==> config.mk <==
export PLATFORM = sky130hd
export DESIGN_NAME = config_stream_loader_flat
export DESIGN_NICKNAME = d
export VERILOG_FILES = /design/src/rtl/config_stream_loader_if.sv /design/src/rtl/config_stream_loader.sv /design/src/flat_wrapper.sv
export SDC_FILE = /design/constraint.sdc
export NUM_CORES = 1
export LEC_CHECK = 0
export BUFFER_PORTS_ARGS = -buffer_cell sky130_fd_sc_hd__buf_2
export CAP_MARGIN = 20
export CORE_ASPECT_RATIO = 1.1
export CORE_MARGIN = 2
export CORE_UTILIZATION = 30
export CTS_BUF_LIST = sky130_fd_sc_hd__clkbuf_16
export CTS_CLUSTER_DIAMETER = 60
export DETAILED_ROUTE_END_ITERATION = 12
export PLACE_DENSITY = 0.61
export SLEW_MARGIN = 20
export SYNTH_ARGS = -nofsm -noshare
export SYNTH_HDL_FRONTEND = slang
export SYNTH_SLANG_ARGS = --single-unit
==> constraint.sdc <==
create_clock -name clock -period 1.8 [get_ports clock]
set_clock_uncertainty 0.05 [all_clocks]
set_input_delay 0.18 -clock clock [delete_from_list [all_inputs] [get_ports clock]]
set_output_delay 0.18 -clock clock [all_outputs]
set_load 0.03 [all_outputs]
==> src/rtl/config_stream_loader_if.sv <==
// Stream and configuration-write bundle of the configuration loader.
// The master side feeds the image; the slave side (the loader) writes the fabric registers.
interface config_stream_loader_if #(
  parameter int DATA_W = 32,
  parameter int ADDR_W = 4
);
  logic              start;
  logic [DATA_W-1:0] in_data;
  logic              in_valid;
  logic              in_ready;
  logic [ADDR_W-1:0] cfg_addr;
  logic [DATA_W-1:0] cfg_data;
  logic              cfg_we;
  logic              busy;
  logic              done;
  logic              error;

  modport master (
    output start, in_data, in_valid,
    input  in_ready, cfg_addr, cfg_data, cfg_we, busy, done, error
  );

  modport slave (
    input  start, in_data, in_valid,
    output in_ready, cfg_addr, cfg_data, cfg_we, busy, done, error
  );
endinterface

==> src/rtl/config_stream_loader.sv <==
// Loads a configuration image from a valid/ready word stream into the fabric registers,
// then validates it against a trailing XOR checksum word and reports done or error.
module config_stream_loader #(
  parameter int NUM_WORDS = 15,
  parameter int DATA_W    = 32,
  parameter int ADDR_W    = 4
) (
  input  logic                  clock,
  input  logic                  reset,
  config_stream_loader_if.slave bus
);

  typedef enum logic [2:0] {
    IDLE,
    LOAD,
    CHECK,
    DONE,
    ERR
  } state_t;

  state_t            state;
  state_t            state_next;
  logic [ADDR_W-1:0] word_cnt;
  logic [DATA_W-1:0] csum;
  logic [ADDR_W-1:0] cfg_addr_q;
  logic [DATA_W-1:0] cfg_data_q;
  logic              cfg_we_q;
  logic              ready;
  logic              accept;
  logic              last_word;
  logic              load_start;
  logic              write_word;

  // Ready depends on state alone so the upstream never sees a combinational loop through valid.
  assign ready     = (state == LOAD) || (state == CHECK);
  assign accept    = bus.in_valid && ready;
  assign last_word = (word_cnt == ADDR_W'(NUM_WORDS - 1));

  always_ff @(posedge clock) begin
    if (reset) begin
      state <= IDLE;
    end else begin
      state <= state_next;
    end
  end

  always_comb begin
    state_next = state;
    load_start = 1'b0;
    write_word = 1'b0;
    case (state)
      IDLE, DONE, ERR: begin
        if (bus.start) begin
          state_next = LOAD;
          load_start = 1'b1;
        end
      end
      LOAD: begin
        if (accept) begin
          write_word = 1'b1;
          if (last_word) begin
            state_next = CHECK;
          end
        end
      end
      CHECK: begin
        // The checksum word is compared, never written to the fabric.
        if (accept) begin
          state_next = (bus.in_data == csum) ? DONE : ERR;
        end
      end
      default: begin
        state_next = IDLE;
      end
    endcase
  end

  always_ff @(posedge clock) begin
    if (reset) begin
      word_cnt   <= '0;
      csum       <= '0;
      cfg_addr_q <= '0;
      cfg_data_q <= '0;
      cfg_we_q   <= 1'b0;
    end else begin
      cfg_we_q <= 1'b0;
      if (load_start) begin
        word_cnt <= '0;
        csum     <= '0;
      end else if (write_word) begin
        cfg_addr_q <= word_cnt;
        cfg_data_q <= bus.in_data;
        cfg_we_q   <= 1'b1;
        csum       <= csum ^ bus.in_data;
        word_cnt   <= word_cnt + ADDR_W'(1);
      end
    end
  end

  assign bus.in_ready = ready;
  assign bus.busy     = ready;
  assign bus.done     = (state == DONE);
  assign bus.error    = (state == ERR);
  assign bus.cfg_addr = cfg_addr_q;
  assign bus.cfg_data = cfg_data_q;
  assign bus.cfg_we   = cfg_we_q;

endmodule

==> src/flat_wrapper.sv <==
// flat-port wrapper written by rule: the top's interface ports become plain ports
module config_stream_loader_flat 
#(
  parameter int NUM_WORDS = 15,
  parameter int DATA_W    = 32,
  parameter int ADDR_W    = 4
)
  (clock, reset, bus_start, bus_in_data, bus_in_valid, bus_in_ready, bus_cfg_addr, bus_cfg_data, bus_cfg_we, bus_busy, bus_done, bus_error);
  config_stream_loader_if #(.DATA_W(DATA_W), .ADDR_W(ADDR_W)) bus_i ();
  input  logic clock;
  input  logic reset;
  input wire logic [$bits(bus_i.start)-1:0] bus_start;
  input wire logic [$bits(bus_i.in_data)-1:0] bus_in_data;
  input wire logic [$bits(bus_i.in_valid)-1:0] bus_in_valid;
  output wire logic [$bits(bus_i.in_ready)-1:0] bus_in_ready;
  output wire logic [$bits(bus_i.cfg_addr)-1:0] bus_cfg_addr;
  output wire logic [$bits(bus_i.cfg_data)-1:0] bus_cfg_data;
  output wire logic [$bits(bus_i.cfg_we)-1:0] bus_cfg_we;
  output wire logic [$bits(bus_i.busy)-1:0] bus_busy;
  output wire logic [$bits(bus_i.done)-1:0] bus_done;
  output wire logic [$bits(bus_i.error)-1:0] bus_error;
  assign bus_i.start = bus_start;
  assign bus_i.in_data = bus_in_data;
  assign bus_i.in_valid = bus_in_valid;
  assign bus_in_ready = bus_i.in_ready;
  assign bus_cfg_addr = bus_i.cfg_addr;
  assign bus_cfg_data = bus_i.cfg_data;
  assign bus_cfg_we = bus_i.cfg_we;
  assign bus_busy = bus_i.busy;
  assign bus_done = bus_i.done;
  assign bus_error = bus_i.error;
  config_stream_loader #(.NUM_WORDS(NUM_WORDS), .DATA_W(DATA_W), .ADDR_W(ADDR_W)) u_core (.clock(clock), .reset(reset), .bus(bus_i));
endmodule
==> flow_metrics.py, run 1 <==
metrics = {
    "status": {
        "outcome": "completed",
    },
    "place": {
        "portBuffers": 76,
        "dpl.hpwl_mm": 5.36,
        "routabilityCongestion": 0.753,
    },
    "timing": {
        "drv_slew": 0,
        "slew_headroom": 0.751,
        "tightest_slew_ns": 0.371,
        "finalCriticalPeriod_ns": 1.65,
        "hold_viol_final": 0,
        "setup_viol": 0,
        "rsz0062_at_grt": "no",
        "max_freq_ghz": 0.605,
        "min_period_over_period": 0.918,
        "timing.setup.tns_ns": 0,
    },
    "worst_setup_path": {
        "worst_setup_path_end_kind": "output port",
        "crit_fanout": 10,
        "path_class": "reg2out",
        "critPathRequiredTime_ns": 1.57,
        "crit-reg2reg-launch": "u_core.csum[28]",
        "critPathLaunchType": "flip-flop",
        "worstSetupStartpoint": "u_core.state[1]",
        "worstSetupEndpoint": "bus_error",
        "cp_data_arrival_time_ns": 1.42,
        "rrSetupSlack_ns": 0.16,
        "r2r-end": "u_core.state[2]",
        "rr_worst_depth": 5,
    },
    "floorplan": {
        "die_w_microns": 102,
        "row_count": 39,
        "dieArea_sq_um": 11500,
        "core-area_sq_um": 10400,
        "pin_count": 77,
        "die_y_microns": 112,
        "initial_core_util": 0.308,
    },
    "global_routing": {
        "grt_use_met3": 0.0380,
        "grt_pass1_wl_mm": 11.9,
        "grt_pass1_vias": 2450,
        "grt_usage": 0.137,
        "busiest_layer": "met2",
        "grt_max_degree": 37,
        "met2_usage": 0.213,
        "grt.overflow.total": 0,
        "grtUsageMet1": 0.170,
        "antenna_found_initial": 0,
    },
    "synth": {
        "synth_area_per_cell_sq_um": 9.09,
        "synthCells": 352,
        "ys_top_cells_by_area": "dfxtp_1 (48%), xnor2_1 (9.3%), xor2_1 (9.3%)",
        "synthTopCellsByCount": "dfxtp_1 (76), nand2_1 (62), nor2_1 (40)",
        "ys_ff_latch": 76,
        "yosysSeqAreaShare": 0.476,
        "synthArstFlopShare": 0,
        "synthFlopType": "dfxtp_1",
        "synth_area_sq_um": 3200,
        "synth.distinct_cells": 33,
        "syn_nets": 390,
        "yosysWarnings": 0,
        "synth_most_common_cell": "dfxtp_1",
        "synth-edff-count": 0,
        "synth_top_area_share": 0.476,
        "yosysTopAreaCell": "dfxtp_1",
    },
    "routing": {
        "num_vias": 2540,
        "post-route-drc-count": 0,
        "avgRoutedWirePerCell_microns": 13.1,
        "wl_mm": 7.49,
        "ant_nets": 0,
        "viasPerCell": 4.43,
        "first_pass_iters": 4,
        "drt_iter0_markers": 88,
    },
    "pwr": {
        "ir_worst_vdd_mv": 0.397,
        "leakage_uw": 0.00166,
        "pwr-share-clk": 0.494,
        "switching_share": 0.226,
        "p_per_area_nw_per_um2": 1080,
        "p_sw_uw": 988,
        "combPwrFrac": 0.101,
        "total_power_uw": 4370,
        "p_int_uw": 3380,
        "seq_power_share": 0.406,
    },
    "clock_network": {
        "cts_setup_buffers": 0,
        "insertion_delay_ns": 0.33,
        "htree_levels": 3,
        "clk_pin_slew_ns": 0.06,
        "cts_tree": "done",
        "cts_max_path_buffers": 2,
        "numCtsBuffers": 9,
        "clock-sinks": 76,
        "cts_root_buffer": "clkbuf_16",
    },
    "hold_path": {
        "hp-class": "in2reg",
    },
    "cells_and_area": {
        "fillers": 1071,
        "diodes": 0,
        "final_util": 0.391,
        "area_growth_pct": 26.9,
        "drive_gt1_frac": 0.278,
        "fin_nets": 465,
    },
    "flow_run": {
        "maxCapViolations": 0,
    },
}
-- cell usage in the layout, fill, tap and decap left out --
| cell | Yosys | final |
|---|---|---|
| nor3_1 | 2 | 2 |
| nor2b_4 | 1 | 1 |
| a41o_1 | 1 | 1 |
| nor2_1 | 40 | 40 |
| ha_1 | 2 | 2 |
| o21ai_2 | 1 | 1 |
| inv_1 | 1 | 2 |
| nor4b_1 | 1 | 1 |
| dfxtp_1 | 76 | 75 |
| and2b_2 | 1 | 1 |
| mux2i_1 | 1 | 1 |
| o22ai_1 | 2 | 2 |
| and2_1 | 2 | 1 |
| a41oi_1 | 1 | 1 |
| nor3b_1 | 1 | 1 |
| clkbuf_16 | 0 | 9 |
| and2_2 | 0 | 1 |
| nand2_1 | 62 | 62 |
| buf_12 | 1 | 2 |
| nand2_4 | 4 | 4 |
| and2_4 | 1 | 1 |
| a211oi_1 | 2 | 2 |
| buf_2 | 3 | 76 |
| nand4_1 | 10 | 10 |
| a21oi_1 | 37 | 37 |
| clkinv_2 | 0 | 1 |
| nor4_2 | 0 | 1 |
| xnor2_1 | 34 | 34 |
| nor4_1 | 2 | 1 |
| buf_4 | 2 | 6 |
| dfxtp_2 | 0 | 1 |
| nand2b_1 | 1 | 1 |
| xor2_1 | 34 | 34 |
| nand2_2 | 11 | 11 |
| bufinv_16 | 0 | 4 |
| a22oi_1 | 1 | 1 |
-- per-layer routing --
metal,vias up,part of all wire
met4,0,0.014
met3,11,0.058
met2,51,0.46
met1,1184,0.47
met5,-,0
li1,1294,-
-- power groups by stage --
stage	sequential, uW	combinational, uW	clock (uW)
2_1_floorplan	1860	244	0
3_3_place_gp	1810	437	0
3_5_place_dp	1810	441	0
4_1_cts	1770	445	2200
5_1_grt	1780	480	2260
6_report	1770	439	2160
-- repair_timing --
item,4_1_cts,5_1_grt
hold buffers,0,0
resized for setup,0,2
endpoints found under the setup margin,0,3
-- worst min-delay path by stage --
| stage | start | end | slack (ns) | cells after the start |
|---|---|---|---|---|
| 4_1_cts | bus_in_data[1] | u_core.bus.cfg_data[1] | 0.06 | 3 |
| 5_1_grt | bus_in_data[1] | u_core.bus.cfg_data[1] | 0.08 | 3 |
| 3_5_place_dp | u_core.bus.cfg_addr[1] | u_core.bus.cfg_addr[1] | 0.39 | 2 |
| 6_report | bus_in_data[2] | u_core.bus.cfg_data[2] | 0.07 | 3 |
| 3_3_place_gp | u_core.bus.cfg_data[7] | u_core.bus.cfg_data[7] | 0.39 | 2 |
| 2_1_floorplan | bus_in_data[0] | u_core.bus.cfg_data[0] | 0.27 | 2 |
-- kinds of logic after synthesis --
kind of cell / Yosys count / share of synthesized area
buf+inv: 21 / 0.0473
mux: 1 / 0.00313
simple gates: 139 / 0.203
compound gates: 45 / 0.0774
flops: 76 / 0.476
xor+xnor: 68 / 0.186
fa+ha+maj: 2 / 0.00782
-- registers in the layout, indices dropped and copies added, names as in the netlist --
register,cells
u_core.bus.cfg_data,32
u_core.csum,32
u_core.bus.cfg_addr,4
u_core.word_cnt,4
u_core.state,3
u_core.bus.cfg_we,1
-- critical path, cell delays in order, from the launching register on --
cell     delay (ns)
dfxtp_1        0.32
buf_4          0.17
nor2_1         0.22
and2_1         0.18
buf_2          0.21
-- through the flow --
stage / hold slack, ns / worst slack [ns] / cells / cell area [sq um]
5_1_grt: 0.0829 / 0.00949 / 574 / 4060
6_report: 0.0741 / 0.147 / 574 / 4060
4_1_cts: 0.0643 / 0.0240 / 574 / 4050
2_1_floorplan: 0.268 / 0.307 / 352 / 3200
3_3_place_gp: 0.391 / 0.0642 / 559 / 3700
3_5_place_dp: 0.394 / 0.0284 / 559 / 3700
-- final cells by class --
class,count,area (sq um),share of cell area
Clock buffer,9,225,0.0555
Clock inverter,6,129,0.0318
Inverter,1,3.75,0.000925
Multi-Input combinational cell,255,1530,0.378
Sequential cell,76,1520,0.375
Tap cell,143,179,0.0441
Timing Repair Buffer,84,465,0.115
No activity file was read; power rests on OpenSTA's default activity.
==> run 2: changes to the inputs <==
- clock period: 1.8 -> 1.54 ns (I/O delays scaled with it)
==> run 2 against run 1 <==
Compared with the run above:
- register-to-register slack lost 0.10 ns
- final area grew 2.2%
- worst setup slack lost 0.11 ns
- final cell count grew 0.52%
- clock power grew 9%
- sequential power grew 17%
- critical path type unchanged
- largest power group unchanged
- highest routed layer unchanged
==> flow_metrics.py, run 2 (synthesis results as in run 1) <==
metrics = {
    "timing": {
        "slew_headroom": 0.776,
        "max_freq_ghz": 0.667,
        "setup_viol": 0,
        "finalCriticalPeriod_ns": 1.50,
        "setup_ws_ns": 0.0405,
        "hold_viol_final": 0,
        "tightest_slew_ns": 0.334,
        "min_period_over_period": 0.974,
        "drv_slew": 0,
        "rsz0062_at_grt": "yes",
    },
    "status": {
        "outcome": "completed",
    },
    "worst_setup_path": {
        "critPathLaunchType": "flip-flop",
        "worst_setup_path_end_kind": "output port",
        "path_class": "reg2out",
        "crit_fanout": 6,
        "cp_data_arrival_time_ns": 1.30,
        "critPathRequiredTime_ns": 1.34,
    },
    "clock_network": {
        "htree_levels": 3,
        "clk_pin_slew_ns": 0.06,
        "insertion_delay_ns": 0.33,
        "numCtsBuffers": 9,
        "clock-sinks": 76,
        "cts_max_path_buffers": 2,
        "cts_root_buffer": "clkbuf_16",
        "hold_buffers": 0,
        "cts_tree": "done",
    },
    "global_routing": {
        "grt_max_degree": 38,
        "grt_pass1_wl_mm": 12.2,
        "grt_pass1_vias": 2516,
        "grt.overflow.total": 0,
        "antenna_found_initial": 0,
        "grt_usage": 0.138,
    },
    "cells_and_area": {
        "diodes": 0,
        "drive_gt1_frac": 0.325,
        "final_util": 0.399,
        "fin_area_sq_um": 4150,
        "area_growth_pct": 29.7,
        "final_common_cell": "buf_2",
        "final_cell_mix": "buf_2 (73), dfxtp_1 (66), nand2_1 (59)",
        "fin_nets": 468,
    },
    "floorplan": {
        "die_w_microns": 102,
        "die_y_microns": 112,
        "pin_count": 77,
        "initial_core_util": 0.308,
        "core-area_sq_um": 10400,
        "dieArea_sq_um": 11500,
        "row_count": 39,
    },
    "routing": {
        "first_pass_iters": 4,
        "num_vias": 2491,
        "post-route-drc-count": 0,
        "ant_nets": 0,
        "avgRoutedWirePerCell_microns": 12.8,
        "wl_mm": 7.36,
        "viasPerCell": 4.32,
        "drt_iter0_markers": 93,
    },
    "pwr": {
        "p_per_area_nw_per_um2": 1200,
        "ir_worst_vdd_mv": 0.431,
        "leakage_uw": 0.00170,
    },
    "place": {
        "routabilityCongestion": 0.828,
        "portBuffers": 76,
        "dpl.hpwl_mm": 5.09,
        "placed_area_sq_um": 3720,
        "dpl_worst_slack_ns": -0.173,
    },
    "hold_path": {
        "hp-class": "in2reg",
    },
    "flow_run": {
        "maxCapViolations": 0,
    },
}
## run 2: critical path: stages (launching register included)
cell and delay [ns]:
dfxtp_1 0.31, buf_4 0.16, nor2_2 0.16, and2_1 0.17
buf_4 0.16
## run 2: layout make-up
class	instances	area, sq um
Fill cell	1039	6240
Multi-Input combinational cell	255	1590
Sequential cell	76	1530
Timing Repair Buffer	87	512
Clock buffer	9	225
Tap cell	143	179
Clock inverter	6	105
Inverter	1	3.75
## run 2: metal layers
| metal | routed length, microns | share of wire | up-vias | global-route usage |
|---|---|---|---|---|
| met3 | 427 | 0.058 | 4 | 0.0504 |
| met1 | 3470 | 0.47 | 1122 | 0.179 |
| met5 | 0 | 0 | - | 0 |
| met2 | 3400 | 0.46 | 64 | 0.212 |
| met4 | 64 | 0.0087 | 0 | 0.0453 |
| li1 | - | - | 1301 | - |
## run 2: worst paths after layout
path	startpoint	to	slack [ns]	cells past startpoint
setup / recovery	u_core.state[0]	bus_error	0.04	4
hold reg to reg	u_core.bus.cfg_data[16]	u_core.bus.cfg_data[16]	0.40	2
hold / removal	bus_in_data[0]	u_core.bus.cfg_data[0]	0.05	3
setup reg to reg	u_core.csum[23]	u_core.state[0]	0.06	6
## run 2: timing repair
action | CTS | global route
buffers inserted | 0 | 1
pin swaps | 7 | 6
gates resized for setup | 7 | 21
endpoints found under the setup margin | 4 | 24
## run 2: per-stage QoR
| stage | TNS, ns | cells | power (uW) | hold slack (ns) |
|---|---|---|---|---|
| final | 0 | 577 | 4960 | 0.0489 |
| after detailed placement | -0.446 | 561 | 2630 | 0.393 |
| after global routing | -0.246 | 577 | 5160 | 0.0469 |
| after floorplan | 0 | 352 | 2460 | 0.242 |
| after CTS | 0 | 576 | 5010 | 0.0382 |
| after global placement | -0.243 | 561 | 2630 | 0.389 |
## run 2: report_power, final
part | leakage (uW) | total (uW) | internal (uW) | switching [uW]
clock | 0.000160 | 2350 | 1560 | 792
sequential | 0.000621 | 2070 | 2030 | 40.1
combinational | 0.000920 | 536 | 211 | 325
